--- src/rtl/mult_share_arbiter.sv ---
// Round-robin sharing of one registered 32x32 multiplier (low-32 result) between NUM_REQ
// requesters, with an ID tag pipe matching the multiplier latency and a one-entry result buffer each.
module mult_share_arbiter #(
   parameter int NUM_REQ = 4,
   parameter int MUL_LAT = 1
) (
   input  logic                  clk,
   input  logic                  rst_n,
   input  logic [NUM_REQ-1:0]    req_valid,
   output logic [NUM_REQ-1:0]    req_ready,
   input  logic [32*NUM_REQ-1:0] req_op_a,
   input  logic [32*NUM_REQ-1:0] req_op_b,
   output logic [NUM_REQ-1:0]    rsp_valid,
   input  logic [NUM_REQ-1:0]    rsp_ready,
   output logic [32*NUM_REQ-1:0] rsp_result,
   output logic                  mul_en,
   output logic [31:0]           mul_op_a,
   output logic [31:0]           mul_op_b,
   input  logic [31:0]           mul_result,
   output logic                  busy
);

   localparam int ID_W = (NUM_REQ > 1) ? $clog2(NUM_REQ) : 1;

   logic [NUM_REQ-1:0] pending;
   logic [NUM_REQ-1:0] eligible;
   logic [ID_W-1:0]    rr_ptr;
   logic [ID_W-1:0]    gnt_idx;
   logic               gnt_any;
   logic [MUL_LAT-1:0] tag_vld;
   logic [ID_W-1:0]    tag_id [MUL_LAT];

   // A result still buffered (or in flight) blocks a new grant to the same requester.
   assign eligible = req_valid & ~pending;

   always_comb begin
      // NOTE: every output of this block gets a default first, so no path can infer a latch.
      gnt_any = 1'b0;
      gnt_idx = '0;
      for (int off = 1; off <= NUM_REQ; off++) begin
         int cand;
         cand = int'(rr_ptr) + off;
         if (cand >= NUM_REQ) cand = cand - NUM_REQ;
         for (int i = 0; i < NUM_REQ; i++) begin
            if (!gnt_any && rst_n && (i == cand) && eligible[i]) begin
               gnt_any = 1'b1;
               gnt_idx = ID_W'(i);
            end
         end
      end
   end

   always_comb begin
      req_ready = '0;
      mul_op_a  = '0;
      mul_op_b  = '0;
      for (int i = 0; i < NUM_REQ; i++) begin
         if (gnt_any && (gnt_idx == ID_W'(i))) begin
            req_ready[i] = 1'b1;
            mul_op_a     = req_op_a[32*i +: 32];
            mul_op_b     = req_op_b[32*i +: 32];
         end
      end
   end

   assign mul_en = gnt_any;
   assign busy   = |pending;

   always_ff @(posedge clk or negedge rst_n) begin
      if (!rst_n) begin
         rr_ptr     <= ID_W'(NUM_REQ - 1);
         pending    <= '0;
         rsp_valid  <= '0;
         rsp_result <= '0;
         tag_vld    <= '0;
      end else begin
         // NOTE: all state updates are non-blocking so every bit sees pre-edge values.
         if (gnt_any) rr_ptr <= gnt_idx;
         tag_vld[0] <= gnt_any;
         for (int s = 1; s < MUL_LAT; s++) tag_vld[s] <= tag_vld[s-1];
         for (int i = 0; i < NUM_REQ; i++) begin
            if (req_ready[i])
               pending[i] <= 1'b1;
            else if (rsp_valid[i] && rsp_ready[i])
               pending[i] <= 1'b0;
            if (tag_vld[MUL_LAT-1] && (tag_id[MUL_LAT-1] == ID_W'(i))) begin
               rsp_valid[i]           <= 1'b1;
               rsp_result[32*i +: 32] <= mul_result;
            end else if (rsp_valid[i] && rsp_ready[i]) begin
               rsp_valid[i] <= 1'b0;
            end
         end
      end
   end

   // NOTE: tag ids mean nothing unless the matching tag_vld bit is set, so they carry no reset.
   always_ff @(posedge clk) begin
      tag_id[0] <= gnt_idx;
      for (int s = 1; s < MUL_LAT; s++) tag_id[s] <= tag_id[s-1];
   end

endmodule

--- config.mk ---
export PLATFORM = sky130hd
export DESIGN_NAME = mult_share_arbiter
export DESIGN_NICKNAME = d
export VERILOG_FILES = /design/src/rtl/mult_share_arbiter.sv
export SDC_FILE = /design/constraint.sdc
export NUM_CORES = 1
export LEC_CHECK = 0
export CAP_MARGIN = 20
export CORE_AREA = 4 4 193 195
export DETAILED_ROUTE_END_ITERATION = 16
export DIE_AREA = 0 0 197 199
export SETUP_SLACK_MARGIN = 0.2
export SKIP_LAST_GASP = 1
export SYNTH_ARGS = -nofsm -noshare
export SYNTH_HDL_FRONTEND = slang
export SYNTH_SLANG_ARGS = --single-unit
--- constraint.sdc ---
create_clock -name clk -period 2.1 [get_ports clk]
set_input_delay 0.315 -clock clk [delete_from_list [all_inputs] [get_ports clk]]
set_output_delay 0.315 -clock clk [all_outputs]
set_load 0.02 [all_outputs]
After elaboration in Yosys (flattened, before gate mapping)

Memory sizes are Yosys's and may differ from the RTL's.
Cells that the tools add are included.

Bits in registers: 139
RAM bits: 2
Output and inout bits: 202
Memories kept: 1

Add/subtract/negate cells: 8
Magnitude comparators: 4
Equality and inequality tests: 18
Muxes and demuxes: 59
Bitwise operators: 2
Reductions and logical operators: 89

Memory list:

| memory | words | bits a word | read ports | clocked after Yosys merged registers in | write ports | RTL line | RTL |
|---|---|---|---|---|---|---|---|
| tag_id | 1     | 2           | 1          | 0                                       | 1           | 31       | `logic [ID_W-1:0] tag_id [MUL_LAT];` |

Operator list:

| cell                | count |
|---|---|
| $mux 32             | 12 |
| $eq 3x32->1 const A | 8 |
| $eq 2x32->1 const A | 4 |
| $logic_not 32->1    | 4 |
| $logic_and 1x1->1   | 59 |
| $mux 1              | 33 |
| $mux 2              | 14 |
| $reduce_bool 2->1   | 8 |
| $logic_not 1->1     | 15 |
| $sub 3x3->4 const B | 3 |
| $ge 3x3->1 const B  | 3 |
| $eq 2x2->1 const B  | 4 |
| $add 2x2->3 const B | 2 |
| $sub 4x3->5 const B | 1 |
| $add 2x3->4 const B | 1 |
| $and 4x4->4         | 1 |
| $eq 2x1->1 const B  | 2 |
| $ge 4x3->1 const B  | 1 |
| $logic_not 2->1     | 2 |
| $not 4->4           | 1 |
| $reduce_or 4->1     | 1 |
| $add 2x1->3 const B | 1 |

Depth between registers and ports, before layout

Word-level depth: 88
Gate-level depth with buffers: 11
Depth with buffers taken out: 7

Worst setup path after synthesis

No wires, ideal clock.

Path kind: register -> output
Start: register rr_ptr[0]
End: output mul_op_a[0]
Data arrival time: 2,115 ps
Data required time: 1,785 ps
Slack: -330 ps
Cell stages (with the launch flop): 9
Path buffers: 3
Path through: dfstp_2 -> buf_6 -> a211oi_1 -> a211o_2 -> a22oi_1 -> buf_2 -> buf_2 -> a32oi_1 -> o211ai_1

Cells in the longest elaborated chain, start to end: 88
Elaborated cells between the ends (all ways): 137
Classes of those cells: add/sub (8); order compare (4); eq/ne (15); mux (39); reduce/logical (71)

RTL lines:

| element                                   | RTL line | RTL |
|---|---|---|
| start: declaration                        | 27       | `logic [ID_W-1:0] rr_ptr;` |
| start signal: assignment                  | 71       | `rr_ptr <= ID_W'(NUM_REQ - 1);` |
| start signal: assignment                  | 78       | `if (gnt_any) rr_ptr <= gnt_idx;` |
| $add 2x1->3                               | 42       | `cand = int'(rr_ptr) + off;` |
| $sub 3x3->4 or $ge 3x3->1 (tied branches) | 43       | `if (cand >= NUM_REQ) cand = cand - NUM_REQ;` |
| $mux 32                                   | 43       |  |
| $logic_not 32->1                          | 45       | `if (!gnt_any && rst_n && (i == cand) && eligible[i]) begin` |
| $logic_and 1x1->1 (2 in a row)            | 45       |  |
| $mux 1                                    | 45       |  |
| $logic_not 1->1                           | 45       |  |
| $logic_and 1x1->1 (3 in a row)            | 45       |  |
| (+65 left out)                            | --       |  |
| $mux 1                                    | 45       |  |
| $logic_not 1->1                           | 45       |  |
| $logic_and 1x1->1 (3 in a row)            | 45       |  |
| $mux 2                                    | 45       |  |
| $logic_not 2->1                           | 58       | `if (gnt_any && (gnt_idx == ID_W'(i))) begin` |
| $logic_and 1x1->1                         | 58       |  |
| $mux 32 (3 in a row)                      | 58       |  |
| $mux 32 (*)                               | 58       |  |
| end: declaration                          | 17       | `output logic [31:0] mul_op_a,` |

Mark *: on every way between the ends. The rest lies on a longest branch, timed or not.

Final worst setup path

Start: register rr_ptr[0]
End: output mul_op_b[8]

Cells in the longest elaborated chain, start to end: 88
Elaborated cells between the ends (all ways): 137
Classes of those cells: add/sub (8); order compare (4); eq/ne (15); mux (39); reduce/logical (71)

RTL lines:

| element                                   | RTL line | RTL |
|---|---|---|
| $add 2x1->3                               | 42       |  |
| $sub 3x3->4 or $ge 3x3->1 (tied branches) | 43       |  |
| $mux 32                                   | 43       |  |
| $logic_not 32->1                          | 45       |  |
| $logic_and 1x1->1 (2 in a row)            | 45       |  |
| $mux 1                                    | 45       |  |
| $logic_not 1->1                           | 45       |  |
| $logic_and 1x1->1 (3 in a row)            | 45       |  |
| (+65 left out)                            | --       |  |
| $mux 1                                    | 45       |  |
| $logic_not 1->1                           | 45       |  |
| $logic_and 1x1->1 (3 in a row)            | 45       |  |
| $mux 2                                    | 45       |  |
| $logic_not 2->1                           | 58       |  |
| $logic_and 1x1->1                         | 58       |  |
| $mux 32 (3 in a row)                      | 58       |  |
| $mux 32 (*)                               | 58       |  |
| end: declaration                          | 18       | `output logic [31:0] mul_op_b,` |

Marked as above.

==> results by group <==
Power and ir drop
  • Worst vdd ir: between 0.8 and 0.9 mV
  • Sequential Power Share: roughly 18%
  • Sw Share: 43.4%
  • Int Power: 15400 uW
  • Combinational share of power: a little under three quarters
  • Power Density: around 1500 nW/um2
  • Lkg Pwr: ~0.0072 uW
  • Clock Power Share: a little over a tenth
  • Psw: between 10000 and 15000 uW
  • Pwr Total: 27200 uW

Timing
  • Tcrit/Tclk final: 154%
  • Setup ws final: -1140 ps
  • Setup_tns: -74660 ps
  • Worst-margin pin slew: around 850 ps
  • Final min period: roughly 3200 ps
  • Slew margin rel.: about 43%
  • Worst-case clock skew: between 8 and 9 ps
  • Slew Viols, Final: 0
  • Final Hold Vio Count: 0
  • Endpoints failing setup: 75
  • RSZ-0062 raised after global routing: yes
  • Fmax: a little over 300 MHz

Floorplan
  • CORE AREA: roughly 35000 um2
  • Die area: about 39000 um2
  • I/O pin cnt: 500
  • Die Span Y: roughly 200 um
  • Initial Utilization: ~26%
  • Die width: 197 um
  • Std-Cell Rows: just under 70

Routing
  • Drt first pass iters: 6
  • DR vias/cell: about 5.5
  • Total number of vias: 11000
  • Total wire length: around 49 mm
  • Per-cell routed wire length: 24.3 um
  • Iter 0 DRT Violations: 641
  • DRT antenna net count: 0
  • Detailed-route DRC error count: 0

Logic synthesis
  • Area contributors post-synth: dfrtp_1 37%, mux2_2 16%, o211ai_1 16%
  • Most frequent cell after synthesis: o211ai_1
  • Sequential cell area fraction in the yosys report: between 30% and 40%
  • Post-Synth Adder-Cell Area: 0%
  • Post-synth top area share: 37.4%
  • Largest family of logic cells by synthesized area: compound AO/OA/AOI/OAI gates
  • Most frequent cells after synthesis: 192 x o211ai_1, 137 x dfrtp_1, 128 x mux2_2
  • Synth area leader: dfrtp_1
  • FFs w/ async S/R, synth: approximately 100%
  • Post-Syn Instances: roughly 920
  • Synth Area per Inst: between 10 and 15 um2
  • Synth Area in Compound Gates: 33.9%
  • Synthesized cell area: between 9000 and 10000 um2
  • YS warnings: 0
  • Simple-gate area share of the yosys netlist: under 10%
  • Number of synthesized flops with an enable pin: 0
  • Netlist cell types: 41
  • Main synth FF type: dfrtp_1
  • Mapped Nets: about 1200
  • Post-Synth XOR/XNOR Area: 0%
  • FF+latch count, synth: 141
  • Mux contribution to synthesized area: between 10% and 20%

Outcome
  • Violated checks: negative setup slack
  • Run status: complete, but fails checks

Global routing
  • Met3 usage: about 7%
  • First-pass GRT wire length: about 70 mm
  • Most used routing layer: met2
  • Vias in the first global route: between 10000 and 15000
  • Largest net degree at the start of global routing: 72
  • Gr ovfl total: 0
  • GRT met1 Usage: approximately 29%
  • All-Layer GR Usage: a little under a quarter
  • GR Layer Usage met2: between 30% and 40%
  • Initial antenna violation count: 1

Final layout
  • Non-Filler Instances: between 2000 and 2500
  • Nets: around 1800
  • Register area: around 3500 um2
  • Share of layout cells above drive strength 1: 34.4%
  • Area Overhead vs Synth: 93.2%
  • Layout fillers: approximately 3200
  • Multi-input combinational cell area: approximately 5200 um2

Critical path
  • CP Class: reg2out
  • Critical Path Source: rr_ptr[0]$_DFFE_PN1P_
  • Worst endpoint required time: ~1800 ps
  • Crit end category: output pin
  • Worst Path Arrival: around 2900 ps
  • Reg-to-Reg Start: rr_ptr[0]$_DFFE_PN1P_
  • CP Launch Type: flop
  • CP max FO: 6

CTS
  • Root buf cell: clkbuf_16
  • CTS tree: built
  • Max clock buf depth: 2
  • CTS H-tree lvls: 4
  • Worst-path clk slew: about 60 ps
  • Clk_lat worst skew: 410 ps
  • Num CTS Buffers: 17
  • Sinks on Clock Net: between 100 and 150

Placement
  • Setup WS pre-CTS: -1560 ps
  • IO buf count: between 400 and 500
  • GPL Wtd Cong: 0.994
  • Cell total after placement: a little under 2000
  • Dpl hpwl: 34.9 mm

Worst hold path
  • Hold WC Path Type: in2async

Run
  • MaxCap Viol Count: 0
-- final timing paths --
kind / to / slack, ps / cells after the start
setup / recovery: mul_op_b[8] / -1140 / 13
hold / removal: rr_ptr[1]$_DFFE_PN1P_ / 30 / 2
setup reg to reg: pending[3]$_DFFE_PN0P_ / -520 / 16
hold reg to reg: rsp_result[93]$_DFFE_PN0P_ / 500 / 1
max in group asynchronous: rsp_result[108]$_DFFE_PN0P_ / 690 / 4
min in group clk: rr_ptr[0]$_DFFE_PN1P_ / 500 / 4
-- per-stage QoR --
stage	hold WS (ps)	cell area, um2	utilization (%)
2_1_floorplan	19.4	9260	-
3_3_place_gp	285	16000	45.2
3_5_place_dp	280	16000	45.2
4_1_cts	9.04	17300	48.8
5_1_grt	26.6	17700	50.0
6_report	26.4	17700	50.0
-- registers in the layout, indices dropped and copies added, names as in the netlist --
| name | cells |
|---|---|
| rsp_result | 128 |
| pending | 4 |
| rsp_valid | 4 |
| rr_ptr | 2 |
| tag_id | 2 |
| tag_vld | 1 |
-- timing repair --
action,4_1_cts,5_1_grt
buffers inserted,22,13
gates resized for setup,364,64
setup endpoints to repair,78,150
gates cloned,15,3
pin swaps,79,59
hold buffers,1,0
endpoints found under the hold margin,2,0
-- worst max-delay path: stages (launching register included) --
cell	delay, ps
dfstp_2	590
buf_12	120
nand3b_1	130
a21oi_2	190
buf_4	140
a31oi_4	50
buf_12	160
nand3b_1	130
buf_4	130
buf_6	100
buf_16	140
a22oi_1	70
o211ai_1	340
buf_4	220
-- routing by layer --
metal  part of all wire, %  vias to the layer above
li1                      -                     4914
met1                    39                     5403
met2                    48                      595
met3                   9.1                      111
met4                   3.6                        0
met5                     0                        -
-- layout make-up --
| cell class | count | share of cell area, % |
|---|---|---|
| diodes | 1 | 0.0141 |
| clock buffers | 17 | 2.40 |
| clock inverters | 14 | 0.862 |
| inverters | 70 | 1.48 |
| multi-input cells | 584 | 29.6 |
| flip-flops and latches | 141 | 19.9 |
| well taps | 461 | 3.26 |
| repair buffers | 726 | 42.5 |
-- cell usage in the layout (no fill, tap or decap), types with 3 or more instances in the layout --
cell type and instances:
dfrtp_1 137, mux2_2 128, buf_8 5, nand3_2 3, a22oi_1 36, a22oi_2 29, a32oi_1 49, o211ai_1 192
clkdlybuf4s50_1 428, a31oi_1 64, a31oi_2 3, buf_6 34, nand3b_1 7, buf_16 13, clkinvlp_4 3, buf_4 200
a21o_1 5, inv_6 7, o21ai_0 5, buf_12 38, nand2b_1 5, nand2_1 8, inv_1 69, clkbuf_16 20
a32oi_2 16, nor2b_1 3
-- cells by family after synthesis --
logic type	Yosys count
flops	141
buf+inv	190
mux	129
compound gates	413
simple gates	42
-- power by group through the flow --
| stage | clock (uW) | combinational, uW | sequential (uW) |
|---|---|---|---|
| floorplan | 0 | 7100 | 6470 |
| global placement | 0 | 17800 | 4820 |
| detailed placement | 0 | 17900 | 4900 |
| CTS | 3070 | 18700 | 4900 |
| global route | 3180 | 20300 | 5070 |
| finish | 2980 | 19300 | 4880 |
(Power assumes the default switching activity.)
